[config.mk]
export PLATFORM = sky130hd
export DESIGN_NAME = mdu_hilo
export DESIGN_NICKNAME = d
export VERILOG_FILES = /design/src/rtl/mdu_pkg.sv /design/src/rtl/mdu_divstep.sv /design/src/rtl/mdu_hilo.sv
export SDC_FILE = /design/constraint.sdc
export NUM_CORES = 1
export LEC_CHECK = 0
export BUFFER_PORTS_ARGS = -buffer_cell sky130_fd_sc_hd__buf_2
export CORE_MARGIN = 2
export CORE_UTILIZATION = 60
export CTS_BUF_LIST = sky130_fd_sc_hd__clkbuf_8
export CTS_CLUSTER_SIZE = 8
export DETAILED_ROUTE_END_ITERATION = 8
export GPL_ROUTABILITY_DRIVEN = 0
export PLACE_DENSITY = 0.8
export SLEW_MARGIN = 5
export SYNTH_ARGS = -nofsm -noshare
export SYNTH_HDL_FRONTEND = slang
export SYNTH_SLANG_ARGS = --single-unit
[constraint.sdc]
create_clock -name clock -period 4.18 [get_ports clock]
set_input_delay 0.627 -clock clock [delete_from_list [all_inputs] [get_ports clock]]
set_output_delay 0.627 -clock clock [all_outputs]
set_load 0.02 [all_outputs]
[src/rtl/mdu_pkg.sv]
// mdu_pkg: op/state encodings and default width shared by the HI/LO multiply/divide unit
package mdu_pkg;
  localparam int DEF_WIDTH = 32;
  typedef enum logic [1:0] {OP_MULT = 2'b00, OP_MULTU = 2'b01, OP_DIV = 2'b10, OP_DIVU = 2'b11} op_t;
  typedef enum logic [1:0] {IDLE, RUN, FIX} state_t;
endpackage

[src/rtl/mdu_divstep.sv]
// mdu_divstep: one combinational restoring-division iteration
module mdu_divstep
  import mdu_pkg::*;
#(
  parameter int WIDTH = DEF_WIDTH
) (
  input  logic [WIDTH-1:0] rem,
  input  logic             din,
  input  logic [WIDTH-1:0] dvs,
  output logic [WIDTH-1:0] rem_next,
  output logic             q
);
  logic [WIDTH:0] t;
  // rem < dvs keeps the trial difference in WIDTH+1 bits, so the top bit is the borrow
  assign t = {rem, din} - {1'b0, dvs};
  assign q = ~t[WIDTH];
  assign rem_next = q ? t[WIDTH-1:0] : {rem[WIDTH-2:0], din};
endmodule

[src/rtl/mdu_hilo.sv]
// mdu_hilo: iterative mult/div unit with HI/LO registers; MDU_FAST_MULT_EN adds a single-cycle multiplier
module mdu_hilo
  import mdu_pkg::*;
#(
  parameter int WIDTH = DEF_WIDTH,
  parameter int CNT_W = 6
) (
  input  logic             clock,
  input  logic             resetn,
  input  logic             start,
  input  logic [1:0]       op,
  input  logic [WIDTH-1:0] a,
  input  logic [WIDTH-1:0] b,
  input  logic             hi_we,
  input  logic             lo_we,
  input  logic [WIDTH-1:0] wdata,
  output logic             busy,
  output logic             done,
  output logic [WIDTH-1:0] hi,
  output logic [WIDTH-1:0] lo
);
  state_t state, state_nx;
  logic [CNT_W-1:0] cnt;
  logic [WIDTH-1:0] am, bm, aa, ba, rem_nx, quo, rmd;
  logic [2*WIDTH-1:0] acc, prod, fprod;
  logic [WIDTH:0] madd;
  logic is_div, neg, rsign, sgn, qb, fast;
  assign sgn = op == OP_MULT || op == OP_DIV;
  assign aa = sgn && a[WIDTH-1] ? -a : a;
  assign ba = sgn && b[WIDTH-1] ? -b : b;
  assign busy = state != IDLE;
`ifdef MDU_FAST_MULT_EN
  logic [2*WIDTH-1:0] ae, be;
  assign ae = {{WIDTH{sgn & a[WIDTH-1]}}, a};
  assign be = {{WIDTH{sgn & b[WIDTH-1]}}, b};
  assign fprod = ae * be;
  assign fast = state == IDLE && start && !op[1];
`else
  assign fprod = '0;
  assign fast = 1'b0;
`endif
  mdu_divstep #(.WIDTH(WIDTH)) u_step (
    .rem(acc[2*WIDTH-1:WIDTH]),
    .din(acc[WIDTH-1]),
    .dvs(bm),
    .rem_next(rem_nx),
    .q(qb)
  );
  assign madd = {1'b0, acc[2*WIDTH-1:WIDTH]} + (acc[0] ? {1'b0, am} : '0);
  assign prod = neg ? -acc : acc;
  assign quo = neg ? -acc[WIDTH-1:0] : acc[WIDTH-1:0];
  assign rmd = rsign ? -acc[2*WIDTH-1:WIDTH] : acc[2*WIDTH-1:WIDTH];
  always_comb begin
    state_nx = state == IDLE ? (start && !fast ? RUN : IDLE)
             : state == RUN ? (cnt == CNT_W'(WIDTH-1) ? FIX : RUN) : IDLE;
  end
  always_ff @(posedge clock or negedge resetn) begin
    if (!resetn) begin
      state  <= IDLE;
      cnt    <= '0;
      am     <= '0;
      bm     <= '0;
      acc    <= '0;
      is_div <= 1'b0;
      neg    <= 1'b0;
      rsign  <= 1'b0;
      hi     <= '0;
      lo     <= '0;
      done   <= 1'b0;
    end else begin
      state <= state_nx;
      done  <= state == FIX || fast;
      if (state == IDLE) begin
        if (hi_we) hi <= wdata;
        if (lo_we) lo <= wdata;
        if (fast) {hi, lo} <= fprod;
        else if (start) begin
          am     <= aa;
          bm     <= ba;
          acc    <= {{WIDTH{1'b0}}, op[1] ? aa : ba};
          is_div <= op[1];
          neg    <= sgn & (a[WIDTH-1] ^ b[WIDTH-1]);
          rsign  <= sgn & a[WIDTH-1];
          cnt    <= '0;
        end
      end else if (state == RUN) begin
        cnt <= cnt + 1'b1;
        acc <= is_div ? {rem_nx, acc[WIDTH-2:0], qb} : {madd, acc[WIDTH-1:1]};
      end else if (!is_div) {hi, lo} <= prod;
      // |a| re-signed reproduces the raw dividend for divide by zero
      else if (bm == '0) begin
        hi <= rsign ? -am : am;
        lo <= '1;
      end else begin
        hi <= rmd;
        lo <= quo;
      end
    end
  end
endmodule

**Word level (Yosys, flattened, before mapping)**

Index checks and enable logic that the tools add are counted.

- Reductions and logical operators: 12
- Mux-type cells: 30
- Add/subtract/negate cells: 9
- Bitwise logic cells: 4
- Equal/unequal tests: 8

Operator list:

| operator | count |
|---|---|
| 32-bit 2-to-1 mux | 18 |
| 64-bit 2-to-1 mux | 5 |
| 32-bit negation | 5 |
| 64-bit negation | 1 |
| 32-bit by 32-bit adder with 33-bit output | 1 |
| 33-bit by 32-bit subtractor with 33-bit output | 1 |
| 32-bit zero test | 1 |
| 6-bit 2-to-1 mux | 3 |
| 2-bit != test (second input constant) | 4 |
| 2-bit AND reduction | 4 |
| 6-bit by 1-bit adder with 6-bit output (second input constant) | 1 |
| 6-bit by 5-bit equality test with 1-bit output (second input constant) | 1 |
| 2-bit 2-to-1 mux | 3 |
| 2-bit equality test (second input constant) | 2 |
| 2-bit zero test | 2 |
| 2-bit nonzero test | 2 |
| 1-bit AND | 2 |
| 2-bit by 1-bit equality test with 1-bit output (second input constant) | 1 |
| 1-bit logical AND | 2 |
| 1-bit logical OR | 1 |
| 1-bit 2-to-1 mux | 1 |
| 1-bit NOT | 1 |
| 1-bit bitwise XOR | 1 |

- Bits of input ports: 103
- Flip-flop bits (word level): 204
- Output and inout bits: 66

**Logic depth before layout (Yosys ltp)**

- Word-level depth: 7
- Depth in mapped cells: 14
- Gate-level depth less buffers: 14

**Cells and area by module**

A second synthesis with hierarchy kept.

- Cell total of the unflattened synthesis: 2,265
- Area total of the unflattened synthesis: 17,877.1 µm²

By module, submodules not included:

| module | cells an instance | instances | area each (µm²) | sequential area each (µm²) |
|---|---|---|---|---|
| mdu_hilo | 1,960 | 1 | 15,518.6 | 5,104.9 |
| mdu_divstep | 305 | 1 | 2,358.5 | 0.0 |

**Worst setup path after synthesis**

OpenSTA, ideal clock, no wires.

- Path kind: register to register
- From: register acc[17]
- To: register hi[24]
- Clock period less this slack: 3.367 ns
- Data arrival time: 3.241 ns
- Setup slack: 0.813 ns
- Buffers on the path: 2
- Cell stages (with the launch flop): 12
- Setup time: 0.126 ns
- Path through: dfrtp_1 > or4_4 > or4_1 > or4_1 > buf_2 > or4_4 > buf_6 > o31ai_4 > xor2_1 > nor2_1 > o21ai_1 > nand3_1

- Cells in the longest elaborated chain, start to end: 5

RTL lines:

| item | line | text |
|---|---|---|
| from (decl) | mdu_hilo.sv:25 | `logic [2*WIDTH-1:0] acc, prod, fprod;` |
| from (signal assigned) | mdu_hilo.sv:80 | `acc <= {{WIDTH{1'b0}}, op[1] ? aa : ba};` |
| from (signal assigned) | mdu_hilo.sv:88 | `acc <= is_div ? {rem_nx, acc[WIDTH-2:0], qb} : {madd, acc[WIDTH-1:1]};` |
| 64-bit negation | mdu_hilo.sv:50 | `assign prod = neg ? -acc : acc;` |
| 64-bit 2-to-1 mux | mdu_hilo.sv:50 |  |
| 32-bit 2-to-1 mux | mdu_hilo.sv:89 | `end else if (!is_div) {hi, lo} <= prod;` |
| 32-bit 2-to-1 mux | mdu_hilo.sv:86 | `end else if (state == RUN) begin` |
| 32-bit 2-to-1 mux | mdu_hilo.sv:73 | `if (state == IDLE) begin` |
| to (signal assigned) | mdu_hilo.sv:74 | `if (hi_we) hi <= wdata;` |
| to (signal assigned) | mdu_hilo.sv:76 | `if (fast) {hi, lo} <= fprod;` |
| to (signal assigned) | mdu_hilo.sv:89 |  |
| to (decl) | mdu_hilo.sv:19 | `output logic [WIDTH-1:0] hi,` |

Every way passes these cells. The select of a mux whose other input is x is not followed.
A chain may end at the register's enable or synchronous reset.

**Worst setup path in the final report**

- From: register acc[31]
- To: register acc[62]

- Cells in the longest elaborated chain, start to end: 5

RTL lines:

| item | line | text |
|---|---|---|
| 33-bit by 32-bit subtractor with 33-bit output | mdu_divstep.sv:15 | `assign t = {rem, din} - {1'b0, dvs};` |
| 32-bit 2-to-1 mux | mdu_divstep.sv:17 | `assign rem_next = q ? t[WIDTH-1:0] : {rem[WIDTH-2:0], din};` |
| 64-bit 2-to-1 mux | mdu_hilo.sv:88 |  |
| 64-bit 2-to-1 mux | mdu_hilo.sv:86 |  |
| 64-bit 2-to-1 mux | mdu_hilo.sv:73 |  |

Every way passes these cells. The select of a mux whose other input is x is not followed.

==> summary.md <==
| Metric | Value |
|---|---|
| Post-CTS setup buffer count | 0 |
| Detail Route Antenna Nets | 0 |
| Clock-pin slew on the worst setup and hold paths | 0.06 ns |
| Drt total wl | 61160 um |
| Simple-gate share of the synthesized area | 0.1979 |
| Proportion of synthesized area in mux cells | 0.03987 |
| Peak fanout along the critical path | 4 |
| CTS H-tree depth | 2 |
| Post-Syn Area | 17510 um^2 |
| Core region area | 28700 um^2 |
| Top FF cell, synth | dfrtp_1 |
| Die width | 174.8 um |
| Worst-Skew Late Latency | 0.56 ns |
| Logic pwr share | 0.614 |
| Setup TNS | 0 ns |
| Starting Density | 0.6100 |
| Vias post-DR | 18480 |
| Max Slew Vio Count | 0 |
| Synth area leaders | dfrtp_1 29%, o21ai_0 8.1%, xnor2_1 6.6%, nand2_1 5.9%, ha_1 5.0% |
| CTS Sinks | 204 |
| CTS Buffer Depth | 3 |
| Clock skew | 0.03139 ns |
| Register bit total from synthesis | 204 |
| Detailed Routing Iterations Pass 1 | 6 |
| Outcome | completed |
| Synth-to-layout area growth | 10.30% |
| All-Layer GR Usage | 0.3956 |
| Clock power frac | 0.120 |
| Num ports | 169 |
| Leading area contributor after synthesis | dfrtp_1 |
| First-pass GRT wire length | 95140 um |
| Max Fclk | 255.3 MHz |
| Post-route DRC | 0 |
| Final setup vio count | 0 |
| Row count | 62 |
| Synth top area share | 0.2916 |
| RSZ-0062 raised after global routing | no |
| Post-synthesis sequential area ratio | 0.2916 |
| Met1 Use GR | 0.5235 |
| R2r setup slk | 0.26 ns |
| Clock root buffer | clkbuf_8 |
| Drt initial violations | 2530 |
| Global route hottest layer | met2 |
| Mapped Nets | 2439 |
| Max_slew headroom | 0.3153 |
| Sequential power share | 0.266 |
| Die Ht | 174.8 um |
| LEAKAGE | 8.255 nW |
| Num CTS Buffers | 38 |
| Critical path data arrival time | 4.40 ns |
| Worst hold slack | 0.1744 ns |
| Avg Synthesized Cell Area | 7.734 um^2 |
| Initial antenna violation count | 2 |
| Hold buffers post-CTS | 0 |
| Post-synthesis adder-cell area fraction | 0.05231 |
| HPWL after DPL | 46420 um |
| Wire length per cell | 22.20 um |
| Distinct cells, synth | 71 |
| N_diodes | 0 |
| CP Launch Type | flip-flop |
| Switching share of power | 0.5179 |
| Worst-Margin Slew | 1.025 ns |
| Worst hold path class | in -> async |
| Layout cell share with drive strength beyond 1 | 0.1261 |
| Minimum clock period | 3.917 ns |
| # Max-Cap Violations | 0 |
| Grt total ovfl | 0 |
| CTS tree | done |
| Compound-Gate Fraction of Synth Area | 0.2617 |
| CTS resizes | 0 |
| Int Power | 0.007646 W |
| Largest family of logic cells by synthesized area | compound AO/OA/AOI/OAI gates |
| Post-synth top cells | 282 x o21ai_0, 273 x nand2_1, 204 x dfrtp_1 |
| Peak VDD IR | 0.0005275 V |
| Final Cycle Share | 0.9370 |
| XOR/XNOR share of the synthesized area | 0.1070 |
| Worst EP required | 4.66 ns |
| Crit end category | flip-flop |
| DR vias/cell | 6.708 |
| Ys async rst share | 1.000 |
| Switch Pwr | 0.008213 W |
| Vias in the first global route | 17170 |
| Final Hold Viols | 0 |
| Pin count of the biggest net entering global routing | 107 |
| M2 GR Usage | 0.6018 |
| Fin cells | 2755 |
| Gate Count Post-Synth | 2264 |
| Cell count after placement | 2695 |
| Final nets | 2526 |
| Number of synthesized flops with an enable pin | 0 |
| Crit Path Category | reg -> reg |
| Most common cell in the netlist | o21ai_0 |
| Yosys warning total | 0 |
| Pwr per Cell Area | 821.2 nW/um^2 |
| Met3 Usage GRT | 0.09791 |
| IO buf count | 168 |
| Die area | 30560 um^2 |
-- path summary, 6_finish.rpt --
kind | end | cells after the start | start
setup / recovery | acc[62] | 13 | acc[31]
hold / removal | acc[44] | 1 | resetn
setup reg to reg | acc[62] | 13 | acc[31]
hold reg to reg | lo[6] | 2 | lo[6]
max in group asynchronous | am[6] | 2 | resetn
min in group clock | hi[22] | 3 | wdata[22]
-- flip-flops by register name, summed over array words and instances, names as in the netlist --
signal and flops:
hi 32, rsign 1, bm 32, done 1, lo 32, is_div 1
neg 1, cnt 6, state 2, acc 64, am 32
-- stage by stage --
step / total power [W] / util / worst slack, ns / cell area (um^2)
2_1_floorplan: 0.01072 / - / 0.8128 / 17510
3_3_place_gp: 0.01333 / 0.6484 / 0.4634 / 18610
3_5_place_dp: 0.01359 / 0.6484 / 0.4751 / 18610
4_1_cts: 0.01550 / 0.6728 / 0.4134 / 19310
5_1_grt: 0.01691 / 0.6728 / 0.1272 / 19310
6_report: 0.01586 / 0.6728 / 0.2632 / 19310
-- cells by family (layout without fill, tap and decap cells) --
kind of cell	after synthesis	count (layout)
AO/OA/AOI/OAI	751	751
XOR/XNOR	214	214
adder cells (fa/ha/maj)	72	72
buffers and inverters	228	335
flip-flops	204	204
multiplexers	68	68
AND/OR/NAND/NOR	727	727
-- layer usage --
metal	wire length (um)	part of all wire
met5	25	0.00041
met4	3833	0.063
met3	7258	0.12
met2	26410	0.43
met1	23630	0.39
-- power groups by stage --
stage          Clock, W  Combinational, W  Sequential, W
2_1_floorplan         0           0.00698        0.00374
3_5_place_dp          0           0.00943        0.00416
4_1_cts         0.00189           0.00947        0.00414
5_1_grt         0.00197            0.0106        0.00430
3_3_place_gp          0           0.00920        0.00412
6_report        0.00190           0.00973        0.00423
-- layout make-up --
class / instances / area (um^2)
inverter: 64 / 240.2
multi-input combinational: 1832 / 11590
tap: 384 / 480.5
sequential: 204 / 5107
fill: 2471 / 9390
clock buffer: 43 / 591.8
timing repair buffer: 211 / 1197
clock inverter: 17 / 108.9
-- worst max-delay path: stages (launching register included) --
cell and delay [ns]:
dfrtp_1 0.38, inv_1 0.15, ha_1 0.28, fa_1 0.39
nand2b_1 0.19, a21oi_1 0.37, o21ai_0 0.20, a2111oi_0 0.71
buf_4 0.24, o21ai_0 0.16, o21ai_0 0.27, xnor2_1 0.09
o211ai_1 0.22, o311a_1 0.20
-- cell usage in the layout (no fill, tap or decap), drive strengths merged, types with 44 or more instances in the layout --
cell type,instances
xor2,83
dfrtp,204
nor2,167
inv,75
xnor2,131
mux2i,63
nand2,273
buf,210
ha,70
a21oi,166
clkbuf,44
o21ai,284
(Power assumes the default switching activity.)
